### src/rtl/alu_seq_pkg.sv
// alu_seq_pkg
// Shared definitions for the alu_seq_ctrl instruction sequencer.
// Contents:
//   state_t             sequencer FSM states
//   OP_*                opcodes the sequencer treats specially
//   *_MSB / *_LSB       bit positions of the 16-bit instruction fields
//   updates_carry()     opcodes whose ALU carry becomes the architectural carry
//   is_div_op()         opcodes that divide by reg[rb]
package alu_seq_pkg;

  typedef enum logic [2:0] {
    S_IDLE,
    S_FETCH,
    S_DECODE,
    S_EXEC,
    S_WB,
    S_DONE
  } state_t;

  localparam logic [3:0] OP_HALT = 4'b0000;
  localparam logic [3:0] OP_ADD  = 4'b0001;
  localparam logic [3:0] OP_SUB  = 4'b0010;
  localparam logic [3:0] OP_DIV  = 4'b0011;
  localparam logic [3:0] OP_MOD  = 4'b0100;

  // Instruction layout: [15:12] opcode, [11:10] rd, [9:8] ra, [7:6] rb,
  // [5:0] reserved.
  localparam int OPC_MSB = 15;
  localparam int OPC_LSB = 12;
  localparam int RD_MSB  = 11;
  localparam int RD_LSB  = 10;
  localparam int RA_MSB  = 9;
  localparam int RA_LSB  = 8;
  localparam int RB_MSB  = 7;
  localparam int RB_LSB  = 6;

  function automatic logic updates_carry(input logic [3:0] op);
    return (op == OP_ADD) || (op == OP_SUB);
  endfunction

  function automatic logic is_div_op(input logic [3:0] op);
    return (op == OP_DIV) || (op == OP_MOD);
  endfunction

endpackage

### src/rtl/alu_seq_regfile.sv
// alu_seq_regfile
// 4x8 register file: one synchronous write port, three combinational reads.
// Ports:
//   clk, rst_n            clock, asynchronous active-low reset (clears all)
//   we, waddr, wdata      write port
//   ra_addr / ra_data     operand A read
//   rb_addr / rb_data     operand B read
//   dbg_addr / dbg_data   debug read
module alu_seq_regfile (
  input  logic       clk,
  input  logic       rst_n,
  input  logic       we,
  input  logic [1:0] waddr,
  input  logic [7:0] wdata,
  input  logic [1:0] ra_addr,
  input  logic [1:0] rb_addr,
  input  logic [1:0] dbg_addr,
  output logic [7:0] ra_data,
  output logic [7:0] rb_data,
  output logic [7:0] dbg_data
);

  logic [7:0] regs [4];

  always_ff @(posedge clk or negedge rst_n) begin
    if (!rst_n) begin
      for (int i = 0; i < 4; i++) regs[i] <= '0;
    end else if (we) begin
      regs[waddr] <= wdata;
    end
  end

  assign ra_data  = regs[ra_addr];
  assign rb_data  = regs[rb_addr];
  assign dbg_data = regs[dbg_addr];

endmodule

### src/rtl/alu_seq_ctrl.sv
// alu_seq_ctrl
// Instruction sequencer for the 8-bit alu. Fetches 16-bit instructions from
// a synchronous instruction memory, reads operands from a 4x8 register file,
// pulses alu_enable once per instruction and writes result and flags back.
// Optional feature macro: ALU_SEQ_DIV_GUARD_EN (divide/modulo-by-zero guard;
// when undefined err is tied to 0).
// Ports:
//   clk, rst_n                  clock, asynchronous active-low reset
//   start                       run program from address 0 (IDLE only)
//   imem_addr / imem_data       instruction memory (data one cycle after addr)
//   host_we/waddr/wdata         host register write (IDLE only, start wins)
//   dbg_raddr / dbg_rdata       combinational debug register read
//   alu_a, alu_b, alu_opcode    ALU operands and opcode
//   alu_enable                  one-cycle ALU strobe (EXEC)
//   alu_op, alu_carry, alu_zero ALU result and flags (sampled in WB)
//   busy, done, err             status: not IDLE, end pulse, sticky error
//   flag_c, flag_z, pc          architectural flags and program counter
module alu_seq_ctrl
  import alu_seq_pkg::*;
#(
  parameter int PC_W = 8
) (
  input  logic            clk,
  input  logic            rst_n,
  input  logic            start,
  output logic [PC_W-1:0] imem_addr,
  input  logic [15:0]     imem_data,
  input  logic            host_we,
  input  logic [1:0]      host_waddr,
  input  logic [7:0]      host_wdata,
  input  logic [1:0]      dbg_raddr,
  output logic [7:0]      dbg_rdata,
  output logic [7:0]      alu_a,
  output logic [7:0]      alu_b,
  output logic [3:0]      alu_opcode,
  output logic            alu_enable,
  input  logic [7:0]      alu_op,
  input  logic            alu_carry,
  input  logic            alu_zero,
  output logic            busy,
  output logic            done,
  output logic            err,
  output logic            flag_c,
  output logic            flag_z,
  output logic [PC_W-1:0] pc
);

  localparam logic [PC_W-1:0] PC_LAST = '1;

  state_t      state, state_next;
  logic [15:0] instr_q;
  logic [3:0]  dec_op;
  logic [7:0]  ra_data, rb_data;
  logic        rf_we;
  logic [1:0]  rf_waddr;
  logic [7:0]  rf_wdata;
  logic        div_zero;
  logic        pc_at_end;
  logic        unused_instr;

  // The memory registers the address at the end of FETCH, so imem_data is
  // decoded straight off the bus in DECODE.
  assign dec_op       = imem_data[OPC_MSB:OPC_LSB];
  assign pc_at_end    = (pc == PC_LAST);
  assign imem_addr    = pc;
  assign busy         = (state != S_IDLE);
  assign done         = (state == S_DONE);
  assign unused_instr = ^instr_q[RA_MSB:0];

`ifdef ALU_SEQ_DIV_GUARD_EN
  assign div_zero = is_div_op(dec_op) && (rb_data == 8'd0);
`else
  assign div_zero = 1'b0;
`endif

  alu_seq_regfile u_regfile (
    .clk      (clk),
    .rst_n    (rst_n),
    .we       (rf_we),
    .waddr    (rf_waddr),
    .wdata    (rf_wdata),
    .ra_addr  (imem_data[RA_MSB:RA_LSB]),
    .rb_addr  (imem_data[RB_MSB:RB_LSB]),
    .dbg_addr (dbg_raddr),
    .ra_data  (ra_data),
    .rb_data  (rb_data),
    .dbg_data (dbg_rdata)
  );

  // Single write port: writeback in WB, host writes only while idle and only
  // when start is not asserted in the same cycle.
  always_comb begin
    rf_we    = 1'b0;
    rf_waddr = instr_q[RD_MSB:RD_LSB];
    rf_wdata = alu_op;
    if (state == S_WB) begin
      rf_we = 1'b1;
    end else if ((state == S_IDLE) && host_we && !start) begin
      rf_we    = 1'b1;
      rf_waddr = host_waddr;
      rf_wdata = host_wdata;
    end
  end

  always_ff @(posedge clk or negedge rst_n) begin
    if (!rst_n) state <= S_IDLE;
    else        state <= state_next;
  end

  // A guarded divide skips EXEC/WB and advances pc straight from DECODE.
  always_comb begin
    state_next = state;
    case (state)
      S_IDLE:   if (start) state_next = S_FETCH;
      S_FETCH:  state_next = S_DECODE;
      S_DECODE: begin
        if (dec_op == OP_HALT) state_next = S_DONE;
        else if (div_zero)     state_next = pc_at_end ? S_DONE : S_FETCH;
        else                   state_next = S_EXEC;
      end
      S_EXEC:   state_next = S_WB;
      S_WB:     state_next = pc_at_end ? S_DONE : S_FETCH;
      S_DONE:   state_next = S_IDLE;
      default:  state_next = S_IDLE;
    endcase
  end

  // alu_enable is registered from the next state so it is high exactly in
  // EXEC, and the async reset drops it immediately.
  always_ff @(posedge clk or negedge rst_n) begin
    if (!rst_n) begin
      pc         <= '0;
      instr_q    <= '0;
      alu_a      <= '0;
      alu_b      <= '0;
      alu_opcode <= '0;
      alu_enable <= 1'b0;
      flag_c     <= 1'b0;
      flag_z     <= 1'b0;
    end else begin
      alu_enable <= (state_next == S_EXEC);
      case (state)
        S_IDLE: begin
          if (start) begin
            pc     <= '0;
            flag_c <= 1'b0;
            flag_z <= 1'b0;
          end
        end
        S_DECODE: begin
          instr_q <= imem_data;
          if ((dec_op != OP_HALT) && !div_zero) begin
            alu_a      <= ra_data;
            alu_b      <= rb_data;
            alu_opcode <= dec_op;
          end else if (div_zero && !pc_at_end) begin
            pc <= pc + 1'b1;
          end
        end
        S_WB: begin
          flag_z <= alu_zero;
          if (updates_carry(instr_q[OPC_MSB:OPC_LSB])) flag_c <= alu_carry;
          if (!pc_at_end) pc <= pc + 1'b1;
        end
        default: ;
      endcase
    end
  end

`ifdef ALU_SEQ_DIV_GUARD_EN
  // Sticky until the next accepted start.
  always_ff @(posedge clk or negedge rst_n) begin
    if (!rst_n)                               err <= 1'b0;
    else if ((state == S_IDLE) && start)      err <= 1'b0;
    else if ((state == S_DECODE) && div_zero) err <= 1'b1;
  end
`else
  assign err = 1'b0;
`endif

endmodule

### config.mk
export PLATFORM = sky130hd
export DESIGN_NAME = alu_seq_ctrl
export DESIGN_NICKNAME = d
export VERILOG_FILES = /design/src/rtl/alu_seq_pkg.sv /design/src/rtl/alu_seq_regfile.sv /design/src/rtl/alu_seq_ctrl.sv
export SDC_FILE = /design/constraint.sdc
export NUM_CORES = 1
export LEC_CHECK = 0
export BUFFER_PORTS_ARGS = -buffer_cell sky130_fd_sc_hd__buf_2
export CORE_ASPECT_RATIO = 0.8
export CORE_UTILIZATION = 38
export DETAILED_ROUTE_END_ITERATION = 12
export REMOVE_ABC_BUFFERS = 1
export SETUP_SLACK_MARGIN = 0.4
export SKIP_CTS_REPAIR_TIMING = 1
export SLEW_MARGIN = 15
export SYNTH_ARGS = -nofsm -noshare
export SYNTH_HDL_FRONTEND = slang
export SYNTH_HIERARCHICAL = 1
export SYNTH_SLANG_ARGS = --single-unit
export TNS_END_PERCENT = 50
### constraint.sdc
create_clock -name clk -period 2.4 [get_ports clk]
set_input_delay 0 -clock clk [delete_from_list [all_inputs] [get_ports clk]]
set_output_delay 0 -clock clk [all_outputs]
set_load 0.01 [all_outputs]
Yosys cells after proc, flatten, opt, wreduce, memory -nomap -nowiden. Index checks and enable logic that the tools add are counted.

Input port bits: 42. Word-level logic and storage cells: 78. Output and inout bits: 50. Flip-flop bits (word level): 82.

Eq/ne operators: 12. Bitwise gates (word level): 4. Reductions and logical operators: 14. Add/subtract/negate cells: 1. $lt $le $gt $ge: 5. Multiplexer cells: 29.

Operator list (count): 8-bit 2-to-1 mux (11); 8-bit binary-select mux with 2-bit select (3); 32-bit bitwise mux (1); 8-bit demux with 2-bit select (1); 8-bit case mux with 2 select lines (1); 3-bit case mux with 5 select lines (1); 3-bit greater-or-equal comparator, second input constant (4); 2-bit NOT with 3-bit output (4); 3-bit by 2-bit equality test with 1-bit output, second input constant (3); 3-bit 2-to-1 mux (3); 8-bit by 1-bit adder with 8-bit output, second input constant (1); 8-bit equality test, second input constant (1); 3-bit equality test, second input constant (2); 3-bit AND reduction (2); 4-bit by 1-bit equality test with 1-bit output, second input constant (1); 4-bit by 2-bit equality test with 1-bit output, second input constant (1); 4-bit logical NOT (1); 1-bit 2-to-1 mux (4); 2-bit 2-to-1 mux (2); 2-bit inequality test, second input constant (2); 1-bit case mux with 2 select lines (2); 2-bit AND reduction (2); 4-bit nonzero test (1); 3-bit by 1-bit equality test with 1-bit output, second input constant (1); 8 further kinds (10).

Longest topological paths before layout. Gate-level depths: netlist of run 1.

Word-level depth: 11. Depth in mapped cells: 6. Mapped depth without buffers: 5.

Modules after synthesis. Netlist of run 1, hierarchy kept.

Modules (own cells, without submodules): alu_seq_ctrl (cells an instance 155, sequential area each 1001.0 µm², area an instance 1938.1 µm², instances 1); alu_seq_regfile (cells an instance 98, sequential area each 800.8 µm², area an instance 1779.2 µm², instances 1).

Least setup slack after synthesis of run 1. No wires, ideal clock.

Kind: flip-flop to flip-flop. Start point: register state[1]. End point: register u_regfile/regs[24] (netlist name). Required time: 2.275 ns. Library setup time: 0.125 ns. Slack: -0.152 ns. Arrival time: 2.428 ns. Period minus slack after synthesis: 2.552 ns. Cell stages (with the launch flop): 7. Path buffers: 1. Cell sequence: dfrtp_1 or3_4 or3b_4 buf_6 mux2_4 nor3b_4 mux2_2.

Cells in the longest elaborated chain, start to end: 11. Elaborated cells between the ends (all ways): 17. Those cells by class: 2 x order compare; 1 x eq/ne; 9 x mux; 1 x bitwise; 4 x reduce/logical.

Ends and longest elaborated chain: start, declared (RTL line alu_seq_ctrl.sv:50) `state_t state, state_next;`; start signal, assigned (RTL line alu_seq_ctrl.sv:107) `else state <= state_next;`; 3-bit logical NOT (RTL line alu_seq_ctrl.sv:98) `end else if ((state == S_IDLE) && host_we && !start) begin`; 1-bit logical AND (2 in series) (RTL line alu_seq_ctrl.sv:98); 2-bit 2-to-1 mux (RTL line alu_seq_ctrl.sv:98); 2-bit 2-to-1 mux (*) (RTL line alu_seq_ctrl.sv:96) `if (state == S_WB) begin`; net rf_waddr[0] (RTL line alu_seq_ctrl.sv:55) `logic [1:0] rf_waddr;`; 2-bit NOT with 3-bit output (implied by the code) (*) (RTL line alu_seq_regfile.sv:29) `regs[waddr] <= wdata;`; 3-bit greater-or-equal comparator (implied by the code) / 3-bit by 1-bit less-than comparator with 1-bit output (equally long branches) (RTL line alu_seq_regfile.sv:29); 1-bit logical AND (implied by the code) (RTL line alu_seq_regfile.sv:29); 8-bit 2-to-1 mux (implied by the code) (RTL line alu_seq_regfile.sv:29); 8-bit demux with 2-bit select (*) (RTL line alu_seq_regfile.sv:29); 32-bit bitwise mux (*) (RTL line alu_seq_regfile.sv:29); end signal, assigned by index (RTL line alu_seq_regfile.sv:29); end, declared (RTL line alu_seq_regfile.sv:23) `logic [7:0] regs [4];`.

The timed path passes the listed nets; every way through them passes the cells marked *. A chain may end at the register's enable or synchronous reset.

Worst setup path after layout of run 1.
Start point: register state[1]. End point: register u_regfile/regs[26] (netlist name).

The elaborated chain is that of the path after synthesis.

==> flow_summary.yaml, run 1 <==
status:
  outcome: "completed"
place:
  place_inst: 443
  dp_hpwl_um: 6010
  io_buffer_count: 84
  place_congestion: 0.7858
yosys:
  ys.flop_type: "dfrtp_1"
  synth_top_cell_by_area: "dfrtp_1"
  synth_edf_count: 0
  yosys.area.top_type_share_pct: 48.47
  synth_area_leaders: "dfrtp_1 (48%), mux2_2 (17%), mux4_2 (15%)"
  ys_seq_area_share_pct: 48.47
  synth_area_mm2: 0.003717
  ys_warn_count: 6
  ys_types: 42
  postSynthAreaPerCell_um2: 14.69
  syn_inst: 253
  ys_async_sr_fraction_pct: 100.0
  synth-seq-cells: 72
final_layout:
  area_growth_pct: 27.50
  fin_nets: 397
  drive_gt1_share_pct: 60.22
  diodes: 0
  final-instance-count-excl-fill: 472
die:
  core-area_mm2: 0.009270
  fp.dieW_um: 112.6
  die_y_um: 90.47
  dieArea_mm2: 0.01018
  num_rows: 31
  ioPinCount: 92
  start_util_pct: 40.10
critical_path:
  worstPathMaxFanout: 8
  start_kind: "flop"
  worst_path_most_repeated_cell: "mux2_4"
  critPathRequiredTime_ns: 2.61
  cp-end-kind: "flop"
  cp_data_arrival_time_ns: 2.56
  crit_slowest_cell: "or3b_4"
  cp_slowest_stage_delay_ns: 0.42
  crit_type: "flop to flop"
  cp_cell_sequence: "or3_4 > or3b_4 > mux2_4 > nor3b_4 > buf_12 > mux2_4"
clock_network:
  max-clock-path-buffers: 2
  cts_root_buffer: "clkbuf_16"
  clkLatencyLatePin_ns: 0.33
  cts.clk_slew.worst_paths_ns: 0.05
  numCtsBuffers: 9
  tritoncts: "built"
  htree_levels: 3
  clock-sinks: 72
timing:
  rsz0062_at_grt: "yes"
  period_share_pct: 98.11
  hold_violations: 0
  finalClockSkew_ns: 0.005110
  relSlewSlack_pct: 49.23
  max_freq_mhz: 424.7
  hold_ws_ns: 0.06855
  fin_crit_ns: 2.355
  setup_viol: 0
  worst_pin_slew_ns: 0.7615
  drv_slew: 0
global_routing:
  grt_antenna_before_repair: 0
  grt_first_pass_wirelength_um: 13450
  first_global_vias: 2426
  track_usage_pct: 17.70
  overflow: 0
  grt_max_degree: 43
route:
  antenna_left: 0
  wl_per_cell_um: 18.19
  wl_um: 8584
  drt_pass1_iterations: 4
  drc: 0
  routed_via_density: 5.422
  vias: 2559
  drtIter0Drc: 161
pwr:
  power-per-cell-area_mw_per_mm2: 1217
  ir_drop_uv: 382.8
  p_leak_nw: 2.269
flow_run:
  maxCapViolations: 0
min_path:
  hp-class: "input port to flop"
-- sequential cells by signal (all words and copies together), names as in the netlist --
register / cells
alu_a: 8
alu_b: 8
alu_enable: 1
alu_opcode: 4
flag_c: 1
flag_z: 1
imem_addr: 8
instr_q: 6
state: 3
u_regfile/regs: 32
-- cells in the mapped netlist, drive strengths merged (4+ instances only) --
| master | n |
|---|---|
| dfrtp | 72 |
| mux2 | 64 |
| mux4 | 24 |
| buf | 19 |
| o21ai | 9 |
| nor2 | 7 |
| o31ai | 7 |
| nand2 | 6 |
| a22o | 5 |
| or3 | 4 |
-- final cells by class --
cell class | count | area (µm²)
multi-input cells | 158 | 1851
inverters | 1 | 3.754
flip-flops and latches | 72 | 1802
clock buffers | 10 | 239.0
repair buffers | 112 | 678.2
fillers | 790 | 4531
clock inverters | 4 | 22.52
well taps | 115 | 143.9
-- worst paths after layout --
| check | start | to | slack (ns) | cells after the start |
|---|---|---|---|---|
| setup reg to reg | state[1] | u_regfile/regs[26] | 0.05 | 6 |
| hold / removal | host_wdata[2] | u_regfile/regs[10] | 0.07 | 3 |
| min in group asynchronous | rst_n | imem_addr[4] | 0.27 | 2 |
| setup / recovery | state[1] | u_regfile/regs[26] | 0.05 | 6 |
| hold reg to reg | alu_opcode[1] | alu_opcode[1] | 0.49 | 1 |
| max in group asynchronous | rst_n | u_regfile/regs[0] | 1.44 | 3 |
-- per-stage QoR --
| step | worst slack, ns | TNS (ns) | area, µm² | power [W] | utilization, % |
|---|---|---|---|---|---|
| floorplan | -0.1810 | -2.543 | 3578 | 0.003589 | - |
| global placement | 0.03870 | 0 | 4265 | 0.004316 | 46.01 |
| detailed placement | -0.01613 | -0.08685 | 4265 | 0.004403 | 46.01 |
| CTS | -0.02189 | -0.1587 | 4527 | 0.005608 | 48.83 |
| global route | 0.002394 | 0 | 4740 | 0.006106 | 51.13 |
| finish | 0.04534 | 0 | 4740 | 0.005768 | 51.13 |
-- routing by layer --
metal / global-route usage, % / vias up / wire length [µm]
li1: - / 1167 / -
met1: 23.84 / 1304 / 4000
met2: 26.65 / 73 / 4040
met3: 4.698 / 15 / 348
met4: 8.222 / 0 / 195
met5: 0 / - / 0
-- layout by cell type, fill, tap and decap left out, drive strengths merged, types with 4 or more instances in the layout --
cell type	instances
a22o	5
buf	103
clkbuf	10
dfrtp	72
dlygate4sd3	9
mux2	64
mux4	24
nand2	6
nor2	7
o21ai	9
o31ai	7
or3	4
-- where the power goes --
group          switching, W  internal [W]  total [W]  leakage (nW)
Clock              0.000481      0.000709    0.00119         0.130
Combinational      0.000973       0.00145    0.00242          1.24
Sequential         0.000395       0.00176    0.00216         0.897
-- kinds of logic (layout without fill, tap and decap cells) --
family                   after synthesis  count (layout)  share of synthesized area [%]
flip-flops                            72              72                          48.47
AO/OA/AOI/OAI                         28              28                          4.981
XOR/XNOR                               1               1                         0.2357
AND/OR/NAND/NOR                       38              38                          6.934
multiplexers                          89              89                          35.11
adder cells (fa/ha/maj)                1               1                         0.3365
buffers and inverters                 23             127                          3.837
other                                  1               1                         0.1009
-- critical path, delay by kind of cell, from the launching register on --
| family | cells | cell delay [ns] |
|---|---|---|
| AND/OR/NAND/NOR | 3 | 1.04 |
| buffers and inverters | 1 | 0.18 |
| flip-flops | 1 | 0.37 |
| multiplexers | 2 | 0.66 |
Note: power is estimated with default switching activity, not from simulation.
==> inputs of run 2 (changes only) <==
- CELL_PAD_IN_SITES_DETAIL_PLACEMENT: default -> 1
- CELL_PAD_IN_SITES_GLOBAL_PLACEMENT: default -> 1
- PLACE_DENSITY_LB_ADDON: default -> 0.05
==> run 2 against run 1 <==
Net effect:
- wire length up 0.22%
- fmax is 0.30% lower
- utilization down 0.16 points
- largest power group unchanged
- via count fell by 0.63%
- die area stayed put
- register-to-register slack about the same
- final area shrank 0.32%
==> flow_summary.yaml, run 2 (synthesized netlist as in run 1, its figures left out) <==
critical_path:
  crit_type: "flop to flop"
  worstPathMaxFanout: 4
  start_kind: "flop"
  cp_data_arrival_time_ns: 2.57
  cp-end-kind: "flop"
  critPathRequiredTime_ns: 2.61
clock_network:
  max-clock-path-buffers: 2
  cts.clk_slew.worst_paths_ns: 0.05
  cts_root_buffer: "clkbuf_16"
  numCtsBuffers: 9
  htree_levels: 3
  clkLatencyLatePin_ns: 0.33
  tritoncts: "built"
  clock-sinks: 72
route:
  wl_um: 8603
  drt_pass1_iterations: 4
  antenna_left: 0
  wl_per_cell_um: 18.23
  vias: 2543
  drc: 0
  routed_via_density: 5.388
  drtIter0Drc: 77
timing:
  rsz0062_at_grt: "yes"
  worst_pin_slew_ns: 0.5474
  period_share_pct: 98.41
  fin_crit_ns: 2.362
  max_freq_mhz: 423.4
  hold_violations: 0
  drv_slew: 0
  setup_viol: 0
  setup_slack_ns: 0.03821
  hold_ws_ns: 0.06588
  finalClockSkew_ns: 0.003066
  relSlewSlack_pct: 63.51
final_layout:
  final-instance-count-excl-fill: 472
  final_cell_mix: "buf_2 (84), dfrtp_1 (72), mux2_2 (46), mux4_2 (24), mux2_4 (18)"
  stdcell_area_mm2: 0.004725
  area_growth_pct: 27.10
  fillers: 949
  final_common_cell: "buf_2"
  max_flop_register: "u_regfile/regs"
  drive_gt1_share_pct: 60.50
  fin_nets: 395
  largest_register_ffs: 32
  diodes: 0
place:
  dp_hpwl_um: 6291
  place_congestion: 0.7403
  dpl-instance-area_mm2: 0.004295
  post-place-ws_ns: -0.05617
  place_inst: 447
  io_buffer_count: 84
die:
  start_util_pct: 40.10
  core-area_mm2: 0.009270
  num_rows: 31
  dieArea_mm2: 0.01018
  ioPinCount: 92
  fp.dieW_um: 112.6
  die_y_um: 90.47
pwr:
  power-per-cell-area_mw_per_mm2: 1198
  ir_drop_uv: 505.7
  p_leak_nw: 2.260
flow_run:
  maxCapViolations: 0
global_routing:
  grt_antenna_before_repair: 0
  overflow: 0
  met2_usage_pct: 28.76
  global_route.usage.met3_pct: 5.034
  grt_max_degree: 32
  track_usage_pct: 18.54
  grt_first_pass_wirelength_um: 14180
  first_global_vias: 2594
  use_met1_pct: 25.45
  gr-max-usage-layer: "met2"
status:
  outcome: "completed"
min_path:
  hp-class: "input port to flop"
## run 2: report_power, final
part           internal (W)  leakage (nW)  total (W)  switching [W]
registers           0.00176         0.897    0.00214       0.000380
clock network      0.000720         0.136    0.00119       0.000472
logic               0.00138          1.23    0.00233       0.000943
## run 2: layout make-up
type,count,area (µm²),share of cell area [%]
clock buffer,12,246.5,5.217
clock inverter,4,20.02,0.4237
inverter,1,8.758,0.1854
multi-input combinational,158,1837,38.88
sequential,72,1802,38.14
tap,115,143.9,3.046
timing repair buffer,110,666.9,14.12
## run 2: path summary, 6_finish.rpt
path,endpoint,slack [ns],start,cells after the start
setup / recovery,u_regfile/regs[28],0.04,state[0],6
hold / removal,u_regfile/regs[18],0.07,host_wdata[2],3
setup reg to reg,u_regfile/regs[28],0.04,state[0],6
hold reg to reg,alu_opcode[3],0.49,alu_opcode[3],1
max in group asynchronous,alu_a[2],1.53,rst_n,3
min in group asynchronous,alu_opcode[2],0.19,rst_n,2
## run 2: critical path, cell delays in order, from the launching register on
cell and delay (ns):
dfrtp_1 0.37, or3_4 0.39, or3b_4 0.42, mux2_4 0.36, nor3b_4 0.23, buf_4 0.16, mux2_2 0.32
## run 2: per-stage QoR
| stage | util, % | TNS (ns) | power, W |
|---|---|---|---|
| 3_5_place_dp | 46.34 | -0.4451 | 0.004401 |
| 5_1_grt | 50.97 | -0.1302 | 0.006053 |
| 4_1_cts | 49.21 | -0.5532 | 0.005626 |
| 3_3_place_gp | 46.34 | -0.0001914 | 0.004360 |
| 2_1_floorplan | - | -2.543 | 0.003589 |
| 6_report | 50.97 | 0 | 0.005659 |
## run 2: layer usage
metal,up-vias,wire [µm]
li1,1169,-
met1,1310,4106
met2,57,4056
met3,7,361
met4,0,78
met5,-,0
